==> config.mk <==
export PLATFORM = sky130hd
export DESIGN_NAME = window_writer_flat
export DESIGN_NICKNAME = d
export VERILOG_FILES = /design/src/rtl/window_writer_if.sv /design/src/rtl/window_writer.sv /design/src/flat_wrapper.sv
export SDC_FILE = /design/constraint.sdc
export NUM_CORES = 1
export LEC_CHECK = 0
export CAP_MARGIN = 10
export CORE_ASPECT_RATIO = 1.2
export CORE_MARGIN = 2
export CORE_UTILIZATION = 49
export CTS_CLUSTER_DIAMETER = 50
export DETAILED_ROUTE_END_ITERATION = 16
export PLACE_DENSITY = 0.77
export SLEW_MARGIN = 40
export SYNTH_ARGS = -nofsm -noshare
export SYNTH_HDL_FRONTEND = slang
export SYNTH_SLANG_ARGS = --single-unit
==> constraint.sdc <==
create_clock -name clk -period 1.3 [get_ports clk]
set_input_delay 0.13 -clock clk [delete_from_list [all_inputs] [get_ports clk]]
set_output_delay 0.13 -clock clk [all_outputs]
set_load 0.03 [all_outputs]
==> src/rtl/window_writer_if.sv <==
`default_nettype none
// ============================================================================
//  Module   : window_writer_if
//  Purpose  : Write-port / frame-output bundle for window_writer. The master
//             side issues (offset, word) writes and consumes frames; the
//             slave side is the frame assembler.
//  Revision : 1.0 - initial release
// ============================================================================
interface window_writer_if #(
    parameter int SIZE = 16,
    parameter int K    = 4
);
    localparam int AW = $clog2(SIZE);
    localparam int CW = $clog2(K + 1);

    logic            clear;
    logic            in_valid;
    logic            in_ready;
    logic [AW-1:0]   in_addr;
    logic [K-1:0]    in_data;
    logic            out_valid;
    logic            out_ready;
    logic [SIZE-1:0] buffer_flat;
    logic [CW-1:0]   write_count;
    logic            trunc;

    modport master (
        output clear, in_valid, in_addr, in_data, out_ready,
        input  in_ready, out_valid, buffer_flat, write_count, trunc
    );

    modport slave (
        input  clear, in_valid, in_addr, in_data, out_ready,
        output in_ready, out_valid, buffer_flat, write_count, trunc
    );
endinterface
`default_nettype wire

==> src/rtl/window_writer.sv <==
`default_nettype none
// ============================================================================
//  Module   : window_writer
//  Purpose  : Assembles a SIZE-bit flat buffer from K writes of K-bit words
//             placed at arbitrary bit offsets, then hands the frame downstream
//             with a valid/ready handshake.
//  Revision : 1.0 - initial release
// ============================================================================
module window_writer #(
    parameter int SIZE = 16,
    parameter int K    = 4
) (
    input  wire             clk,
    input  wire             rst,
    window_writer_if.slave  bus
);
    localparam int AW = $clog2(SIZE);
    localparam int CW = $clog2(K + 1);

    localparam logic [0:0]    c_st_fill = 1'b0;
    localparam logic [0:0]    c_st_done = 1'b1;
    localparam logic [CW-1:0] c_last    = CW'(K - 1);
    localparam logic [AW:0]   c_size    = (AW + 1)'(SIZE);

    logic [0:0]      r_state;
    logic [SIZE-1:0] r_buffer;
    logic [CW-1:0]   r_count;
    logic            r_trunc;

    logic [SIZE-1:0] w_buf_next;
    logic            w_trunc_hit;
    logic [AW:0]     w_pos;

    // Merge the incoming word into the current buffer; offsets are widened by
    // one bit so positions past the top are detected and dropped, never wrapped.
    always_comb begin
        w_buf_next  = r_buffer;
        w_trunc_hit = 1'b0;
        w_pos       = '0;
        for (int j = 0; j < K; j++) begin
            w_pos = {1'b0, bus.in_addr} + (AW + 1)'(j);
            if (w_pos < c_size) begin
                w_buf_next[w_pos[AW-1:0]] = bus.in_data[j];
            end else begin
                w_trunc_hit = 1'b1;
            end
        end
    end

    // Frame FSM: fill with K writes, hold until drained; clear aborts anywhere.
    always_ff @(posedge clk or posedge rst) begin
        if (rst) begin
            r_state  <= c_st_fill;
            r_buffer <= '0;
            r_count  <= '0;
            r_trunc  <= 1'b0;
        end else if (bus.clear) begin
            r_state  <= c_st_fill;
            r_buffer <= '0;
            r_count  <= '0;
            r_trunc  <= 1'b0;
        end else begin
            case (r_state)
                c_st_fill: begin
                    if (bus.in_valid) begin
                        r_buffer <= w_buf_next;
                        r_trunc  <= r_trunc | w_trunc_hit;
                        r_count  <= r_count + 1'b1;
                        if (r_count == c_last) begin
                            r_state <= c_st_done;
                        end
                    end
                end
                c_st_done: begin
                    if (bus.out_ready) begin
                        r_state  <= c_st_fill;
                        r_buffer <= '0;
                        r_count  <= '0;
                        r_trunc  <= 1'b0;
                    end
                end
                default: r_state <= c_st_fill;
            endcase
        end
    end

    // Handshake flags depend only on the state register.
    assign bus.in_ready    = (r_state == c_st_fill);
    assign bus.out_valid   = (r_state == c_st_done);
    assign bus.buffer_flat = r_buffer;
    assign bus.write_count = r_count;
    assign bus.trunc       = r_trunc;
endmodule
`default_nettype wire

==> src/flat_wrapper.sv <==
// flat-port wrapper written by rule: the top's interface ports become plain ports
module window_writer_flat 
#(
    parameter int SIZE = 16,
    parameter int K    = 4
)
  (clk, rst, bus_clear, bus_in_valid, bus_in_addr, bus_in_data, bus_out_ready, bus_in_ready, bus_out_valid, bus_buffer_flat, bus_write_count, bus_trunc);
  window_writer_if #(.SIZE(SIZE), .K(K)) bus_i ();
  input  wire clk;
  input  wire rst;
  input wire logic [$bits(bus_i.clear)-1:0] bus_clear;
  input wire logic [$bits(bus_i.in_valid)-1:0] bus_in_valid;
  input wire logic [$bits(bus_i.in_addr)-1:0] bus_in_addr;
  input wire logic [$bits(bus_i.in_data)-1:0] bus_in_data;
  input wire logic [$bits(bus_i.out_ready)-1:0] bus_out_ready;
  output wire logic [$bits(bus_i.in_ready)-1:0] bus_in_ready;
  output wire logic [$bits(bus_i.out_valid)-1:0] bus_out_valid;
  output wire logic [$bits(bus_i.buffer_flat)-1:0] bus_buffer_flat;
  output wire logic [$bits(bus_i.write_count)-1:0] bus_write_count;
  output wire logic [$bits(bus_i.trunc)-1:0] bus_trunc;
  assign bus_i.clear = bus_clear;
  assign bus_i.in_valid = bus_in_valid;
  assign bus_i.in_addr = bus_in_addr;
  assign bus_i.in_data = bus_in_data;
  assign bus_i.out_ready = bus_out_ready;
  assign bus_in_ready = bus_i.in_ready;
  assign bus_out_valid = bus_i.out_valid;
  assign bus_buffer_flat = bus_i.buffer_flat;
  assign bus_write_count = bus_i.write_count;
  assign bus_trunc = bus_i.trunc;
  window_writer #(.SIZE(SIZE), .K(K)) u_core (.clk(clk), .rst(rst), .bus(bus_i));
endmodule
==> results.tsv <==
stage	metric	value	unit
global_routing	track_usage	35.5	%
layout	nNetsFinal	400	
sta	setup_ws	-0.0876	ns
synth	yosys_warnings	0	
critical_path	r2r-start	u_core.bus.out_valid	
synth	synth_seq_cells	21	
critical_path	critical_path.top_delay_family	buffers and inverters	
synth	synth-edff-count	0	
clocking	cts_buffer_depth	2	
synth	synth.distinct_cells	60	
sta	fmax	0.721	GHz
layout	finish.utilization	90.1	%
floorplan	die_area	4850	sq um
critical_path	r2r_end	u_core.bus.buffer_flat[0]	
sta	fin_crit_sh	107	%
synth	seq_area_frac_synth	24.9	%
hold_path	hold_class	primary input to async pin	
sta	grt_setup_unrepaired	true	
critical_path	worst_path_largest_cell_delay	0.29	ns
critical_path	worstSetupPathType	primary input to register	
critical_path	crit_path_frequent_cell	buf_8	
synth	yosys.area.top_type	dfrtp_1	
clocking	clkSlewWorstSetupHoldPaths	0.09	ns
power	cellPowerDensity	631	nW/um^2
power	leakagePower	1.68	nW
layout	final_cell_mix	buf_4, buf_6, dlygate4sd2_1, dfrtp_1, nand2_1	
power	total_power	2.39	mW
sta	hold_ws	0.231	ns
sta	setup_viol	18	
floorplan	start_util	50.3	%
critical_path	crit_fanout	8	
status	failed_checks	negative setup slack	
floorplan	core_region_area	4200	sq um
layout	multi_input_area	1830	sq um
placed_design	place_congestion	0.961	
layout	area_delta_synth_final	79.2	%
drt	dr.first_iter.drc_count	432	
sta	finalClockSkew	0.00480	ns
layout	final_common_cell	buf_4	
synth	synth.area.top_cells	dfrtp_1, mux2i_1, nand2_1, a21oi_1, nand3_1	
clocking	cts_max_level	1	
global_routing	met1_usage	45.2	%
drt	drcViolationCount	0	
power	vdd_ir_drop_max	0.660	mV
critical_path	r2r_cells	5	
clocking	root_buffer	clkbuf_8	
sta	max-slew-margin-rel	78.7	%
critical_path	crit_chain	buf_8 > buf_8 > buf_6 > buf_4 > nor4_2 > a41oi_1 > nor2_1 > o21ai_1 > a221o_1	
critical_path	arrival	1.55	ns
global_routing	grt_pass1_wl	13200	microns
drt	wirelength	9460	microns
global_routing	antenna_found_initial	0	
layout	seq_area	527	sq um
clocking	insertion_delay	0.27	ns
sta	drv_slew	0	
drt	vias_per_cell	6.53	
critical_path	required	1.46	ns
clocking	cts_buffers	3	
critical_path	cp_slowest_cell	a221o_1	
placed_design	post-place-ws	-0.787	ns
layout	drive_gt1_share	47.6	%
sta	hold_viol_final	0	
layout	n_antenna_cell	0	
global_routing	grt_busiest_layer	met2	
global_routing	grt_start_max_net_pins	22	
floorplan	die_h	75.9	microns
synth	syn_nets	281	
synth	synth-async-reset-ratio	100	%
drt	final_antenna_net_count	0	
sta	tightest_slew	0.317	ns
drt	avgRoutedWirePerCell	21.6	microns
critical_path	r2r_slack	-0.06	ns
clocking	tritoncts	done	
critical_path	end_kind	register	
placed_design	dpl-instance-area	3130	sq um
global_routing	grt_pass1_vias	2521	
floorplan	fp-row-count	26	
sta	timing.final.crit_period	1.39	ns
global_routing	met2_usage	62.5	%
synth	synthesis.area	2110	sq um
placed_design	portBuffers	34	
drt	vias	2859	
synth	syn_avg_cell_area	8.00	sq um
layout	design_area	3780	sq um
clocking	clock_sinks	21	
status	outcome	complete, but fails checks	
clocking	holdBufCountCts	0	
global_routing	met3_usage	5.47	%
synth	yosysTopAreaCellShare	24.9	%
drt	first_pass_iters	5	
floorplan	fp.dieW	63.9	microns
critical_path	start_kind	primary input	
synth	netlist_instances	264	
job	max_cap_viol_count	0	
critical_path	critPathBufInv	4	
synth	ys.flop_type	dfrtp_1	
placed_design	dp_hpwl	5620	microns
global_routing	grt.overflow.total	0	
layout	fillers	198	
floorplan	ios	35	
per-stage QoR:
step,instances,setup TNS (ns)
final,438,-0.851
after global routing,438,-1.79
after CTS,432,-1.09
after detailed placement,412,-12.21
after global placement,412,-11.96
after floorplan,264,-3.16
worst max path at each step:
stage / to / from / slack [ns] / cells past startpoint
after floorplan: u_core.bus.buffer_flat[5] / bus_in_addr[1] / -0.36 / 9
after global placement: u_core.bus.buffer_flat[5] / bus_in_addr[1] / -0.79 / 8
after detailed placement: u_core.bus.buffer_flat[5] / bus_in_addr[1] / -0.79 / 8
after CTS: u_core.bus.buffer_flat[0] / u_core.bus.out_valid / -0.14 / 6
after global routing: u_core.bus.buffer_flat[0] / bus_in_addr[1] / -0.13 / 9
final: u_core.bus.buffer_flat[0] / bus_in_addr[1] / -0.09 / 9
cell type report:
type                       instances  area share (%)
tap                               56            1.85
multi-input combinational        212            48.4
timing repair buffer             140            33.9
sequential                        21            13.9
clock buffer                       4            1.19
inverter                           5           0.695
report_power, final:
part / total (mW) / switching (mW) / leakage, nW / internal, mW
logic: 1.21 / 0.631 / 1.37 / 0.580
registers: 0.717 / 0.0322 / 0.287 / 0.685
clock network: 0.460 / 0.241 / 0.0228 / 0.219
total: 2.39 / 0.904 / 1.68 / 1.48
state kept, by name, indices dropped and copies added (netlist names):
register,flops
u_core.bus.out_valid,1
u_core.bus.buffer_flat,16
u_core.bus.write_count,3
u_core.bus.trunc,1
what timing repair did:
action,4_1_cts,5_1_grt
endpoints found under the setup margin,37,21
setup buffers,13,8
pin swaps,29,23
gates cloned,3,0
resized for setup,105,37
worst register-to-register path, stage by stage (launching register included):
cell and delay [ns]:
dfrtp_2 0.43, buf_6 0.13, nand2_4 0.04, nor3b_4 0.15, buf_4 0.18, a221o_1 0.31
per-layer routing:
metal	vias up	part of all wire (%)
met5	-	0
li1	1236	-
met3	50	8.7
met2	207	49
met1	1366	38
met4	0	4.2
cells by family (layout without fill, tap and decap cells):
| kind of cell | count (synthesis) | after routing | share of synthesized area [%] |
|---|---|---|---|
| and+or+nand+nor | 111 | 111 | 29.3 |
| AOI/OAI and AO/OA | 71 | 71 | 23.4 |
| buffers and inverters | 31 | 149 | 6.82 |
| DFF | 21 | 21 | 24.9 |
| muxes | 20 | 20 | 10.0 |
| xor gates and xnor gates | 6 | 6 | 3.20 |
| adders and majority gates | 4 | 4 | 2.37 |
cell usage after synthesis (3+ instances only):
| master | number |
|---|---|
| mux2_1 | 3 |
| a311oi_1 | 4 |
| nor2b_1 | 5 |
| nor3_1 | 8 |
| nor3b_1 | 3 |
| mux2i_1 | 11 |
| a22o_1 | 3 |
| o21ai_0 | 4 |
| nand3b_1 | 5 |
| clkbuf_1 | 11 |
| nor2_1 | 18 |
| dfrtp_1 | 21 |
| o221ai_1 | 3 |
| nand2_1 | 27 |
| a21oi_1 | 16 |
| nand3_1 | 15 |
| inv_1 | 5 |
| nor4_1 | 6 |
| o211ai_1 | 6 |
| o31ai_1 | 5 |
| buf_2 | 10 |
| o21ai_1 | 8 |
| ha_1 | 4 |
| mux2_2 | 6 |
| nand4_1 | 4 |
| a31oi_1 | 4 |
| nand2b_1 | 5 |
(Power assumes the default switching activity.)
